[config.mk]
export PLATFORM = sky130hd
export DESIGN_NAME = cmd_executor
export DESIGN_NICKNAME = d
export VERILOG_FILES = /design/src/rtl/gp_engine_pkg.sv /design/src/rtl/gp_watchdog.sv /design/src/rtl/cmd_executor.sv
export SDC_FILE = /design/constraint.sdc
export NUM_CORES = 1
export LEC_CHECK = 0
export ABC_AREA = 1
export CORE_AREA = 2 2 152 124
export CTS_CLUSTER_DIAMETER = 100
export DETAILED_ROUTE_END_ITERATION = 8
export DIE_AREA = 0 0 154 126
export HOLD_SLACK_MARGIN = 0.05
export MAX_ROUTING_LAYER = met4
export PLACE_DENSITY_LB_ADDON = 0.08
export SYNTH_ARGS = -nofsm -noshare
export SYNTH_HDL_FRONTEND = slang
export SYNTH_SLANG_ARGS = --single-unit
[constraint.sdc]
create_clock -name clk -period 2.2 [get_ports clk]
set_input_delay 0.66 -clock clk [delete_from_list [all_inputs] [get_ports clk]]
set_output_delay 0.66 -clock clk [all_outputs]
set_load 0.02 [all_outputs]
[src/rtl/gp_engine_pkg.sv]
// rtl/gp_engine_pkg.sv - shared command types, entry field positions and executor states
package gp_engine_pkg;

  // Command type codes carried in the low bits of every buffer entry
  localparam logic [1:0] CMD_WRITE = 2'b00;
  localparam logic [1:0] CMD_RWM   = 2'b01;

  // Entry field positions: {addr[31:2], data[31:0], type[1:0]}
  localparam int CMD_TYPE_LSB = 0;
  localparam int CMD_TYPE_MSB = 1;
  localparam int CMD_DATA_LSB = 2;
  localparam int CMD_DATA_MSB = 33;
  localparam int CMD_ADDR_LSB = 34;
  localparam int CMD_ADDR_MSB = 63;

  typedef enum logic [3:0] {
    ST_IDLE,
    ST_FETCH,
    ST_WAIT_CMD,
    ST_WR_REQ,
    ST_RD_REQ,
    ST_RD_WAIT,
    ST_FETCH2,
    ST_WAIT_CMD2,
    ST_DONE,
    ST_ERR
  } state_t;

endpackage

[src/rtl/gp_watchdog.sv]
// rtl/gp_watchdog.sv - per-state cycle counter that flags expiry after LIMIT cycles
module gp_watchdog #(
  parameter int LIMIT = 256
) (
  input  logic clk,
  input  logic rst_n,
  input  logic load,
  input  logic count,
  output logic expire
);
  localparam int CW = ($clog2(LIMIT) > 0) ? $clog2(LIMIT) : 1;

  logic [CW-1:0] cnt;

  // expire fires on the LIMIT-th consecutive cycle spent in a counted state
  assign expire = count && (cnt == CW'(LIMIT - 1));

  // load restarts the count for the state being entered next cycle
  always_ff @(posedge clk) begin
    if (!rst_n) begin
      cnt <= '0;
    end else if (load) begin
      cnt <= '0;
    end else if (count && !expire) begin
      cnt <= cnt + CW'(1);
    end
  end
endmodule

[src/rtl/cmd_executor.sv]
// rtl/cmd_executor.sv - command buffer walker issuing WRITE / read-modify-write bus ops; TIMEOUT_EN adds a wait watchdog
module cmd_executor
  import gp_engine_pkg::*;
#(
  parameter int CMD_WIDTH = 64,
  parameter int ADDR_WIDTH = 32,
  parameter int DATA_WIDTH = 32,
  parameter logic [ADDR_WIDTH-1:0] END_ADDR = 32'h0000_04A0
`ifdef TIMEOUT_EN
  ,
  parameter int TIMEOUT_CYCLES = 256
`endif
) (
  input  logic                  clk,
  input  logic                  rst_n,
  input  logic                  start,
  output logic                  busy,
  output logic                  done,
  output logic                  error,
  output logic                  cmd_rd_en,
  output logic [ADDR_WIDTH-1:0] cmd_addr,
  input  logic                  cmd_rd_valid,
  input  logic [CMD_WIDTH-1:0]  cmd_out,
  output logic                  mst_o_valid,
  output logic [ADDR_WIDTH-1:0] mst_o_addr,
  output logic [DATA_WIDTH-1:0] mst_o_wr_data,
  output logic                  mst_o_rd0_wr1,
  input  logic                  mst_i_ready,
  input  logic [DATA_WIDTH-1:0] mst_i_rd_data,
  input  logic                  mst_i_rd_valid
);

  state_t state, state_next;

  logic [1:0]            cmd_type;
  logic [DATA_WIDTH-1:0] cmd_data;
  logic [ADDR_WIDTH-1:0] cmd_baddr;
  logic [ADDR_WIDTH-1:0] addr_inc;
  logic                  at_end;

  logic [ADDR_WIDTH-1:0] cmd_addr_q;
  logic [ADDR_WIDTH-1:0] addr_q;
  logic [DATA_WIDTH-1:0] wdata_q;
  logic [ADDR_WIDTH-1:0] a_q;
  logic [DATA_WIDTH-1:0] m_q;
  logic [DATA_WIDTH-1:0] r_q;

  logic mst_valid, mst_wr;
  logic clr_addr, inc_addr, ld_wr, ld_rwm, ld_r, ld_merge;
  logic wd_expire;

  assign cmd_type  = cmd_out[CMD_TYPE_MSB:CMD_TYPE_LSB];
  assign cmd_data  = cmd_out[CMD_DATA_MSB:CMD_DATA_LSB];
  assign cmd_baddr = {cmd_out[CMD_ADDR_MSB:CMD_ADDR_LSB], 2'b00};
  assign addr_inc  = cmd_addr_q + ADDR_WIDTH'(4);
  assign at_end    = (addr_inc == END_ADDR);

  assign cmd_addr      = cmd_addr_q;
  assign mst_o_valid   = mst_valid;
  assign mst_o_rd0_wr1 = mst_wr;
  assign mst_o_addr    = addr_q;
  assign mst_o_wr_data = wdata_q;

`ifdef TIMEOUT_EN
  logic wd_count, wd_load;

  assign wd_count = (state == ST_WAIT_CMD) || (state == ST_WAIT_CMD2) ||
                    (state == ST_WR_REQ) || (state == ST_RD_REQ) ||
                    (state == ST_RD_WAIT);
  assign wd_load  = (state_next != state);

  gp_watchdog #(
    .LIMIT (TIMEOUT_CYCLES)
  ) u_watchdog (
    .clk    (clk),
    .rst_n  (rst_n),
    .load   (wd_load),
    .count  (wd_count),
    .expire (wd_expire)
  );
`else
  assign wd_expire = 1'b0;
`endif

  // State register
  always_ff @(posedge clk) begin
    if (!rst_n) begin
      state <= ST_IDLE;
    end else begin
      state <= state_next;
    end
  end

  // Next-state, Moore outputs and datapath load strobes
  always_comb begin
    state_next = state;
    busy       = 1'b0;
    done       = 1'b0;
    error      = 1'b0;
    cmd_rd_en  = 1'b0;
    mst_valid  = 1'b0;
    mst_wr     = 1'b0;
    clr_addr   = 1'b0;
    inc_addr   = 1'b0;
    ld_wr      = 1'b0;
    ld_rwm     = 1'b0;
    ld_r       = 1'b0;
    ld_merge   = 1'b0;
    case (state)
      ST_IDLE: begin
        if (start) begin
          state_next = ST_FETCH;
          clr_addr   = 1'b1;
        end
      end
      ST_FETCH: begin
        busy       = 1'b1;
        cmd_rd_en  = 1'b1;
        state_next = ST_WAIT_CMD;
      end
      ST_WAIT_CMD: begin
        busy = 1'b1;
        if (cmd_rd_valid) begin
          // an all-zero entry terminates the list even though its type decodes as WRITE
          if (cmd_out == '0) begin
            state_next = ST_DONE;
          end else if (cmd_type == CMD_WRITE) begin
            state_next = ST_WR_REQ;
            ld_wr      = 1'b1;
          end else if (cmd_type == CMD_RWM) begin
            state_next = ST_RD_REQ;
            ld_rwm     = 1'b1;
          end else begin
            state_next = ST_ERR;
          end
        end else if (wd_expire) begin
          state_next = ST_ERR;
        end
      end
      ST_WR_REQ: begin
        busy      = 1'b1;
        mst_valid = 1'b1;
        mst_wr    = 1'b1;
        if (mst_i_ready) begin
          inc_addr   = 1'b1;
          state_next = at_end ? ST_DONE : ST_FETCH;
        end else if (wd_expire) begin
          state_next = ST_ERR;
        end
      end
      ST_RD_REQ: begin
        busy      = 1'b1;
        mst_valid = 1'b1;
        if (mst_i_ready) begin
          state_next = ST_RD_WAIT;
        end else if (wd_expire) begin
          state_next = ST_ERR;
        end
      end
      ST_RD_WAIT: begin
        busy = 1'b1;
        if (mst_i_rd_valid) begin
          ld_r       = 1'b1;
          inc_addr   = 1'b1;
          // the write half of an RWM pair cannot live past the end of the buffer
          state_next = at_end ? ST_ERR : ST_FETCH2;
        end else if (wd_expire) begin
          state_next = ST_ERR;
        end
      end
      ST_FETCH2: begin
        busy       = 1'b1;
        cmd_rd_en  = 1'b1;
        state_next = ST_WAIT_CMD2;
      end
      ST_WAIT_CMD2: begin
        busy = 1'b1;
        if (cmd_rd_valid) begin
          if (cmd_type == CMD_WRITE) begin
            state_next = ST_WR_REQ;
            ld_merge   = 1'b1;
          end else begin
            state_next = ST_ERR;
          end
        end else if (wd_expire) begin
          state_next = ST_ERR;
        end
      end
      ST_DONE: begin
        done       = 1'b1;
        state_next = ST_IDLE;
      end
      ST_ERR: begin
        error      = 1'b1;
        state_next = ST_IDLE;
      end
      default: begin
        state_next = ST_IDLE;
      end
    endcase
  end

  // Entry pointer, bus request registers and the RWM address/mask/read latches
  always_ff @(posedge clk) begin
    if (!rst_n) begin
      cmd_addr_q <= '0;
      addr_q     <= '0;
      wdata_q    <= '0;
      a_q        <= '0;
      m_q        <= '0;
      r_q        <= '0;
    end else begin
      if (clr_addr) begin
        cmd_addr_q <= '0;
      end else if (inc_addr) begin
        cmd_addr_q <= addr_inc;
      end
      if (ld_wr) begin
        addr_q  <= cmd_baddr;
        wdata_q <= cmd_data;
      end
      if (ld_rwm) begin
        a_q    <= cmd_baddr;
        m_q    <= cmd_data;
        addr_q <= cmd_baddr;
      end
      if (ld_r) begin
        r_q <= mst_i_rd_data;
      end
      if (ld_merge) begin
        addr_q  <= a_q;
        wdata_q <= (r_q & m_q) | cmd_data;
      end
    end
  end

endmodule

; Yosys cells after proc, flatten, opt, wreduce, memory -nomap -nowiden
; Cells that the tools add are included.
[totals]
mem_bits_ro = 0
mem_bits_rw = 0
out_inout_bits = 102
reg_bits = 194
mem_count = 0
input_bits = 102
latch_bits = 0
[op_classes]
n_reduce_logical = 10
n_eq_ne = 17
order_cmp = 0
n_mux = 41
n_addsub = 1
shift = 0
n_bitwise = 3
mul = 0
div_mod_pow = 0
[ops]
columns = cell, n
row1 = $mux W32, 5
row2 = $logic_not A64 Y1, 1
row3 = $mux W4, 12
row4 = $add A32 B3 Y32 const B, 1
row5 = $and A32 B32 Y32, 1
row6 = $eq A32 B11 Y1 const B, 1
row7 = $or A32 B32 Y32, 1
row8 = $pmux W4 S8, 1
row9 = $mux W1, 22
row10 = $eq A4 B3 Y1 const B, 4
row11 = $ne A2 B2 Y1 const B, 6
row12 = $eq A4 B2 Y1 const B, 2
row13 = $eq A4 B4 Y1 const B, 2
row14 = $reduce_or A7 Y1, 1
row15 = $reduce_and A6 Y1, 1
row16 = $reduce_or A2 Y1, 3
row17 = $eq A4 B1 Y1 const B, 1
row18 = $logic_not A4 Y1, 1
row19 = $reduce_bool A3 Y1, 1
row20 = $eq A2 B1 Y1 const B, 1
row21 = $logic_not A2 Y1, 1
row22 = $pmux W1 S2, 1
row23 = $reduce_bool A2 Y1, 1
row24 = $not A1 Y1, 1

; Depth between registers and ports, before layout
; Gate-level depths: netlist of run 1.
[logic_depth]
ltp_word = 8
mapped_depth = 16
ltp_nobuf = 16

; Worst setup path after synthesis of run 1
; OpenSTA, ideal clock, no wires.
[synth_path]
path_type = register to register
startpoint = register cmd_addr_q[3], in the netlist cmd_addr[3]
endpoint = register state[2]
required_time_ns = 2.068
arrival_ns = 1.945
setup_slack_ns = 0.123
path_stages_with_launch = 17
setup_ns = 0.132
n_path_buf = 0
cell_sequence = dfxtp_1 ha_1 inv_1 nor2_4 nand2_4 nor2_8 nand2_1 nand2_1 nand2_1 nor2_1 nand2_1 nor2_2 nand3_2 nand2_1 nand3_1 nand2_1 a21oi_1
[synth_between]
elab_chain_cells = 5
[synth_rtl]
columns = item, line_no
row1 = start: declaration, cmd_executor.sv:41  ; logic [ADDR_WIDTH-1:0] cmd_addr_q;
row2 = start signal: assignment, cmd_executor.sv:216  ; cmd_addr_q <= addr_inc;
row3 = $add A32 B3 Y32, cmd_executor.sv:55  ; assign addr_inc = cmd_addr_q + ADDR_WIDTH'(4);
row4 = $eq A32 B11 Y1, cmd_executor.sv:56  ; assign at_end = (addr_inc == END_ADDR);
row5 = $mux W4, cmd_executor.sv:166  ; state_next = at_end ? ST_ERR : ST_FETCH2;
row6 = $mux W4, cmd_executor.sv:162  ; if (mst_i_rd_valid) begin
row7 = $pmux W4 S8, cmd_executor.sv:109  ; case (state)
row8 = end signal: assignment, cmd_executor.sv:90  ; state <= state_next;
row9 = end: declaration, cmd_executor.sv:33  ; state_t state, state_next;
; No other way between the ends. The select of a mux whose other input is x is not followed.
; A chain may end at the register's enable or synchronous reset.

; Final worst setup path of run 1
[layout_path]
startpoint = register cmd_addr_q[2], in the netlist cmd_addr[2]
endpoint = output cmd_addr[2]
[layout_lines]
columns = item, line_no
row1 = end: declaration, cmd_executor.sv:21  ; output logic [ADDR_WIDTH-1:0] cmd_addr,
; No word-level cell between the ends.

==> results of run 1 <==
worst max-delay path: stages (launching register included):
cell and delay [ps]:
dfxtp_2 360, buf_6 120, clkdlybuf4s50_1 590
through the flow:
| step | hold WS, ps | area, um2 | setup TNS, ps | std cells |
|---|---|---|---|---|
| 2_1_floorplan | 424.5 | 8808 | 0 | 1272 |
| 3_3_place_gp | 431.3 | 11730 | -58720 | 1741 |
| 3_5_place_dp | 437.9 | 11730 | -63310 | 1741 |
| 4_1_cts | 447.6 | 12730 | 0 | 1786 |
| 5_1_grt | 460.8 | 13110 | -75.48 | 1794 |
| 6_report | 447.3 | 13110 | 0 | 1794 |
sequential cells by signal, indices dropped and copies added (netlist names):
| name | cells |
|---|---|
| a_q | 30 |
| cmd_addr | 30 |
| m_q | 32 |
| mst_o_addr | 30 |
| mst_o_wr_data | 32 |
| r_q | 32 |
| state | 4 |
power groups by stage:
stage	Clock, mW	Combinational [mW]	Sequential [mW]
detailed placement	0	1.42	3.73
global placement	0	1.41	3.73
finish	3.22	1.59	3.66
CTS	3.26	1.48	3.65
global route	3.42	1.72	3.68
floorplan	0	0.604	3.79
per-layer routing:
layer | vias up | track usage | wire [um]
li1 | 4761 | - | -
met1 | 4469 | 0.3964 | 12830
met2 | 357 | 0.4624 | 13310
met3 | 44 | 0.06401 | 2049
met4 | 0 | 0.09951 | 525
met5 | - | - | 0
cell type report:
cell class	instances	area share
timing repair buffer	335	0.2527
sequential	190	0.2921
antenna	1	0.0001909
clock inverter	13	0.01279
inverter	106	0.03082
clock buffer	19	0.03378
tap	230	0.02195
multi-input combinational	900	0.3557
logic make-up after synthesis:
logic type / synth area share
and+or+nand+nor: 0.2917
AOI/OAI and AO/OA: 0.1903
DFF: 0.4324
buffers and inverters: 0.08278
xor gates and xnor gates: 0.0009958
adders and majority gates: 0.001422
other: 0.0004263
Yosys cell counts (6+ instances only):
master and number:
a21oi_1 134, a31oi_1 14, buf_2 17, buf_4 6, clkbuf_1 48, dfxtp_1 190
inv_1 99, inv_2 7, nand2_1 281, nand2_2 8, nand3_1 84, nand3b_1 15
nand4_1 20, nor2_1 134, nor2_4 7, nor4_1 8, o211ai_1 14, o21ai_0 141
o21bai_1 8
timing repair:
| action | 4_1_cts | 5_1_grt |
|---|---|---|
| resized for setup | 153 | 134 |
| pin swaps | 39 | 56 |
| endpoints found under the hold margin | 0 | 0 |
| cloned | 8 | 0 |
| setup buffers | 11 | 8 |
| setup endpoints to repair | 82 | 118 |
how the worst max path moves through the flow:
stage | start | end | slack (ps) | cells past startpoint
3_3_place_gp | cmd_out[19] | mst_o_addr[31] | -740 | 14
5_1_grt | cmd_addr[14] | state[2] | -20 | 15
6_report | cmd_addr[2] | cmd_addr[2] | 40 | 2
4_1_cts | state[1] | done | 2 | 4
2_1_floorplan | cmd_addr[3] | state[2] | 120 | 16
3_5_place_dp | cmd_out[63] | mst_o_addr[31] | -810 | 13
==> impl_metrics.yaml, run 1 <==
logic_synthesis:
  syn_inst: 1269
  synth_top_area_frac: 0.4324
  ys_seq_area_frac: 0.4324
  synth_area_per_cell_um2: 6.932
  synth.distinct_cells: 39
  synth_top_area_cell: "dfxtp_1"
  synth-edff-count: 0
  synth-main-ff-cell: "dfxtp_1"
  synthArstFlopShare: 0
  ys_ff_latch: 190
  syn_area_um2: 8797
  synth_warnings: 0
  synth_area_leaders: "dfxtp_1 43%, nand2_1 12%, o21ai_0 8.0%, a21oi_1 7.6%, nor2_1 5.7%"
cells_and_area:
  multi_input_area_um2: 4663
  regArea_um2: 3830
  nets: 1653
  mostFrequentLayoutCells: "262 x nand2_1, 173 x dfxtp_1, 134 x o21ai_0"
  fin_util: 0.7328
  area_growth_syn_to_layout_pct: 49.04
  fillers: 1467
  final_common_cell: "nand2_1"
  drive_gt1_frac: 0.2028
routing:
  routed-via-count: 9631
  drt_first_iter_violations: 727
  dr.pass1.iters: 5
  drc: 0
  ant_nets: 0
  wl_um: 28720
  wl_per_cell_um: 16.01
  via_per_inst: 5.368
pwr:
  switchingPower_mw: 2.433
  vdd_drop_max_v: 0.0004733
  power_density_nw_per_um2: 646.6
  swShare: 0.2870
  p_int_mw: 6.044
  power_leakage_nw: 5.388
  power.total_mw: 8.477
  pwr-share-comb: 0.188
  seq_power_share: 0.432
  p_clk_frac: 0.380
place:
  routabilityCongestion: 0.9001
  io_buffers: 199
  dp_hpwl_um: 18760
  preCtsSetupSlack_ps: -807.4
worst_hold_path:
  min_path_cells: 2
  holdPathEnd: "a_q[17]"
  hp-class: "reg -> reg"
  min_from: "a_q[17]"
grt:
  grt_max_degree: 45
  grt_first_pass_wirelength_um: 45580
  antenna_found_initial: 2
  grt_usage: 0.3008
  first_global_vias: 8988
  grt-ovfl-total: 0
cts:
  root_buffer: "clkbuf_16"
  cts_buffers: 17
  clkSlewWorstSetupHoldPaths_ps: 70
  cts_tree: "done"
  hold_buffers: 0
  cts_buffer_depth: 2
  insertion_delay_ps: 430
  cts_max_level: 4
  numClockSinks: 190
setup_path:
  crit_type: "reg -> out"
  endpoint_kind: "output pin"
  crit_fanout: 4
  r2r_end: "mst_o_addr[2]"
  ff2ff_path_depth: 14
  timing.reg2reg.setup_slack_ps: 90
  start_kind: "flop"
  required_ps: 1540
  crit_arrival_ps: 1500
  rr_startpoint: "state[2]"
floorplanning:
  start_util: 0.4917
  die_h_um: 126
  dieArea_um2: 19400
  chipWidth_um: 154
  core_um2: 17890
  rows: 44
  boundaryPins: 204
timing:
  hold_viol_final: 0
  period_share: 0.9834
  min_period_ps: 2163
  final_max_slew_viol_count: 0
  setup_viol: 0
  max_freq_ghz: 0.4622
  fin_skew_ps: 17.35
  fin_ws_ps: 36.54
  rsz0062_at_grt: "true"
run_status:
  status: "complete, no violations"
run:
  maxCapViolations: 0
No activity file was read; power rests on OpenSTA's default activity.
==> run 2, diff against run 1 <==
Settings changed: CTS_CLUSTER_DIAMETER 100 to 150.
==> results of run 2 <==
The final DEF is identical to that of run 1; final timing and power are the same.
==> run 3, diff against run 2 <==
Settings changed: CELL_PAD_IN_SITES_DETAIL_PLACEMENT from default to 1, CELL_PAD_IN_SITES_GLOBAL_PLACEMENT from default to 2, CORE_AREA 2 2 152 124 to 2 2 205 167, DIE_AREA 0 0 154 126 to 0 0 207 169.
==> run 3 against run 2 <==
Compared with the run above:
- via count rose by 0.35%
- sequential share of layout area fell by 1.2 points
- critical path depth fell by 1
- routed wire length rose by 24%
- global-route usage fell by 9.4 points
- sequential power barely moved
- critical path type unchanged
- core utilization fell by 32 points
- count of clock-buffer cells in the layout rose by 3
- design area rose by 4.4%
==> impl_metrics.yaml, run 3 (synthesis gave the netlist of run 1 again) <==
run_status:
  status: "complete, no violations"
pwr:
  power_density_nw_per_um2: 625.5
  power.total_mw: 8.561
  power_leakage_nw: 5.764
  vdd_drop_max_v: 0.0004796
grt:
  first_global_vias: 9541
  grt_first_pass_wirelength_um: 55010
  grt_usage: 0.2071
  grt_max_degree: 63
  grt-ovfl-total: 0
  antenna_found_initial: 5
setup_path:
  r2r_end: "state[2]"
  crit_fanout: 5
  crit_arrival_ps: 1490
  critical_path.top_delay_family: "buffers and inverters"
  worst-path-buf-inv: 1
  required_ps: 1540
  worstPathCellList: "clkdlybuf4s50_1"
  crit_type: "reg -> out"
  ff2ff_path_depth: 16
  rr_startpoint: "cmd_addr[3]"
  endpoint_kind: "output pin"
  timing.reg2reg.setup_slack_ps: 100
  crit_cells: 1
  critPathSlowestCell: "clkdlybuf4s50_1"
  cpPeakStageDelay_ps: 630
  start_kind: "flop"
floorplanning:
  core_um2: 33030
  rows: 60
  start_util: 0.2663
  boundaryPins: 204
  dieArea_um2: 34980
  die_h_um: 169
  chipWidth_um: 207
run:
  maxCapViolations: 0
cells_and_area:
  fin_cells: 2055
  final_common_cell: "nand2_1"
  mostFrequentLayoutCells: "255 x nand2_1, 169 x dfxtp_1, 167 x buf_4"
  area_growth_syn_to_layout_pct: 55.58
  nets: 1706
  drive_gt1_frac: 0.2370
cts:
  insertion_delay_ps: 450
  cts_max_level: 4
  cts_buffer_depth: 2
  numClockSinks: 190
  cts_buffers: 17
  clkSlewWorstSetupHoldPaths_ps: 70
  cts_tree: "done"
  hold_buffers: 0
  root_buffer: "clkbuf_16"
routing:
  drc: 0
  wl_um: 35740
  drt_first_iter_violations: 454
  ant_nets: 0
  via_per_inst: 4.703
  routed-via-count: 9665
  wl_per_cell_um: 17.39
  dr.pass1.iters: 4
worst_hold_path:
  min_from: "a_q[25]"
  min_path_cells: 2
  holdPathEnd: "a_q[25]"
  hp-class: "reg -> reg"
place:
  placed_cells: 1995
  dp_hpwl_um: 24860
  preCtsSetupSlack_ps: -733.5
  routabilityCongestion: 0.7740
  io_buffers: 199
timing:
  final_max_slew_viol_count: 0
  rsz0062_at_grt: "true"
  fin_skew_ps: 11.58
  setup_viol: 0
  period_share: 0.9784
  min_period_ps: 2152
  hold_viol_final: 0
  fin_ws_ps: 47.59
  max_freq_ghz: 0.4646
[run 3: cell count changes in the layout (fill, tap and decap cells not counted), moves of 7 or more]
cell,delta
buf_4,+61
nor2_2,+10
nand2_2,+7
clkbuf_2,+7
clkdlybuf4s15_1,-7
nand2_1,-7
dlymetal6s2s_1,+10
clkdlybuf4s50_1,-12
nor2_1,-7
[run 3: metal layers]
metal	up-vias	wire length (um)	track usage
li1	4865	-	-
met1	4633	17530	0.2778
met2	145	16260	0.3204
met3	22	1669	0.04824
met4	0	271	0.03820
met5	-	0	-
[run 3: power breakdown]
group	internal [mW]	switching, mW	total [mW]
Clock	1.75	1.49	3.24
Combinational	0.758	0.894	1.65
Sequential	3.57	0.0949	3.67
[run 3: final cells by class]
class	instances	area, um2
timing repair buffer	388	3682
clock buffer	22	464.2
sequential	190	3832
clock inverter	10	130.1
antenna	5	12.51
fill	4064	19340
inverter	106	404.1
multi-input combinational	900	4618
tap	434	543.0
[run 3: how the worst max path moves through the flow]
stage                     start              to
finish              cmd_addr[4]     cmd_addr[4]
detailed placement  cmd_out[55]  mst_o_addr[17]
global route        cmd_addr[3]        state[1]
global placement    cmd_out[55]   mst_o_addr[5]
floorplan           cmd_addr[3]        state[2]
CTS                 cmd_addr[2]        state[2]
[run 3: metrics by stage]
step / cell area, um2 / TNS [ps] / hold WS, ps / util
5_1_grt: 13680 / -258.2 / 471.3 / 0.4143
3_3_place_gp: 12390 / -51600 / 431.0 / 0.3752
2_1_floorplan: 8808 / 0 / 424.5 / -
3_5_place_dp: 12390 / -52250 / 440.6 / 0.3752
4_1_cts: 13220 / -0.5460 / 451.8 / 0.4003
6_report: 13690 / 0 / 447.5 / 0.4144
[run 3: timing repair]
action / in CTS / in global routing
buffers inserted: 5 / 11
pin swaps: 31 / 59
resized for setup: 133 / 162
setup endpoints to repair: 96 / 81
gates cloned: 5 / 2
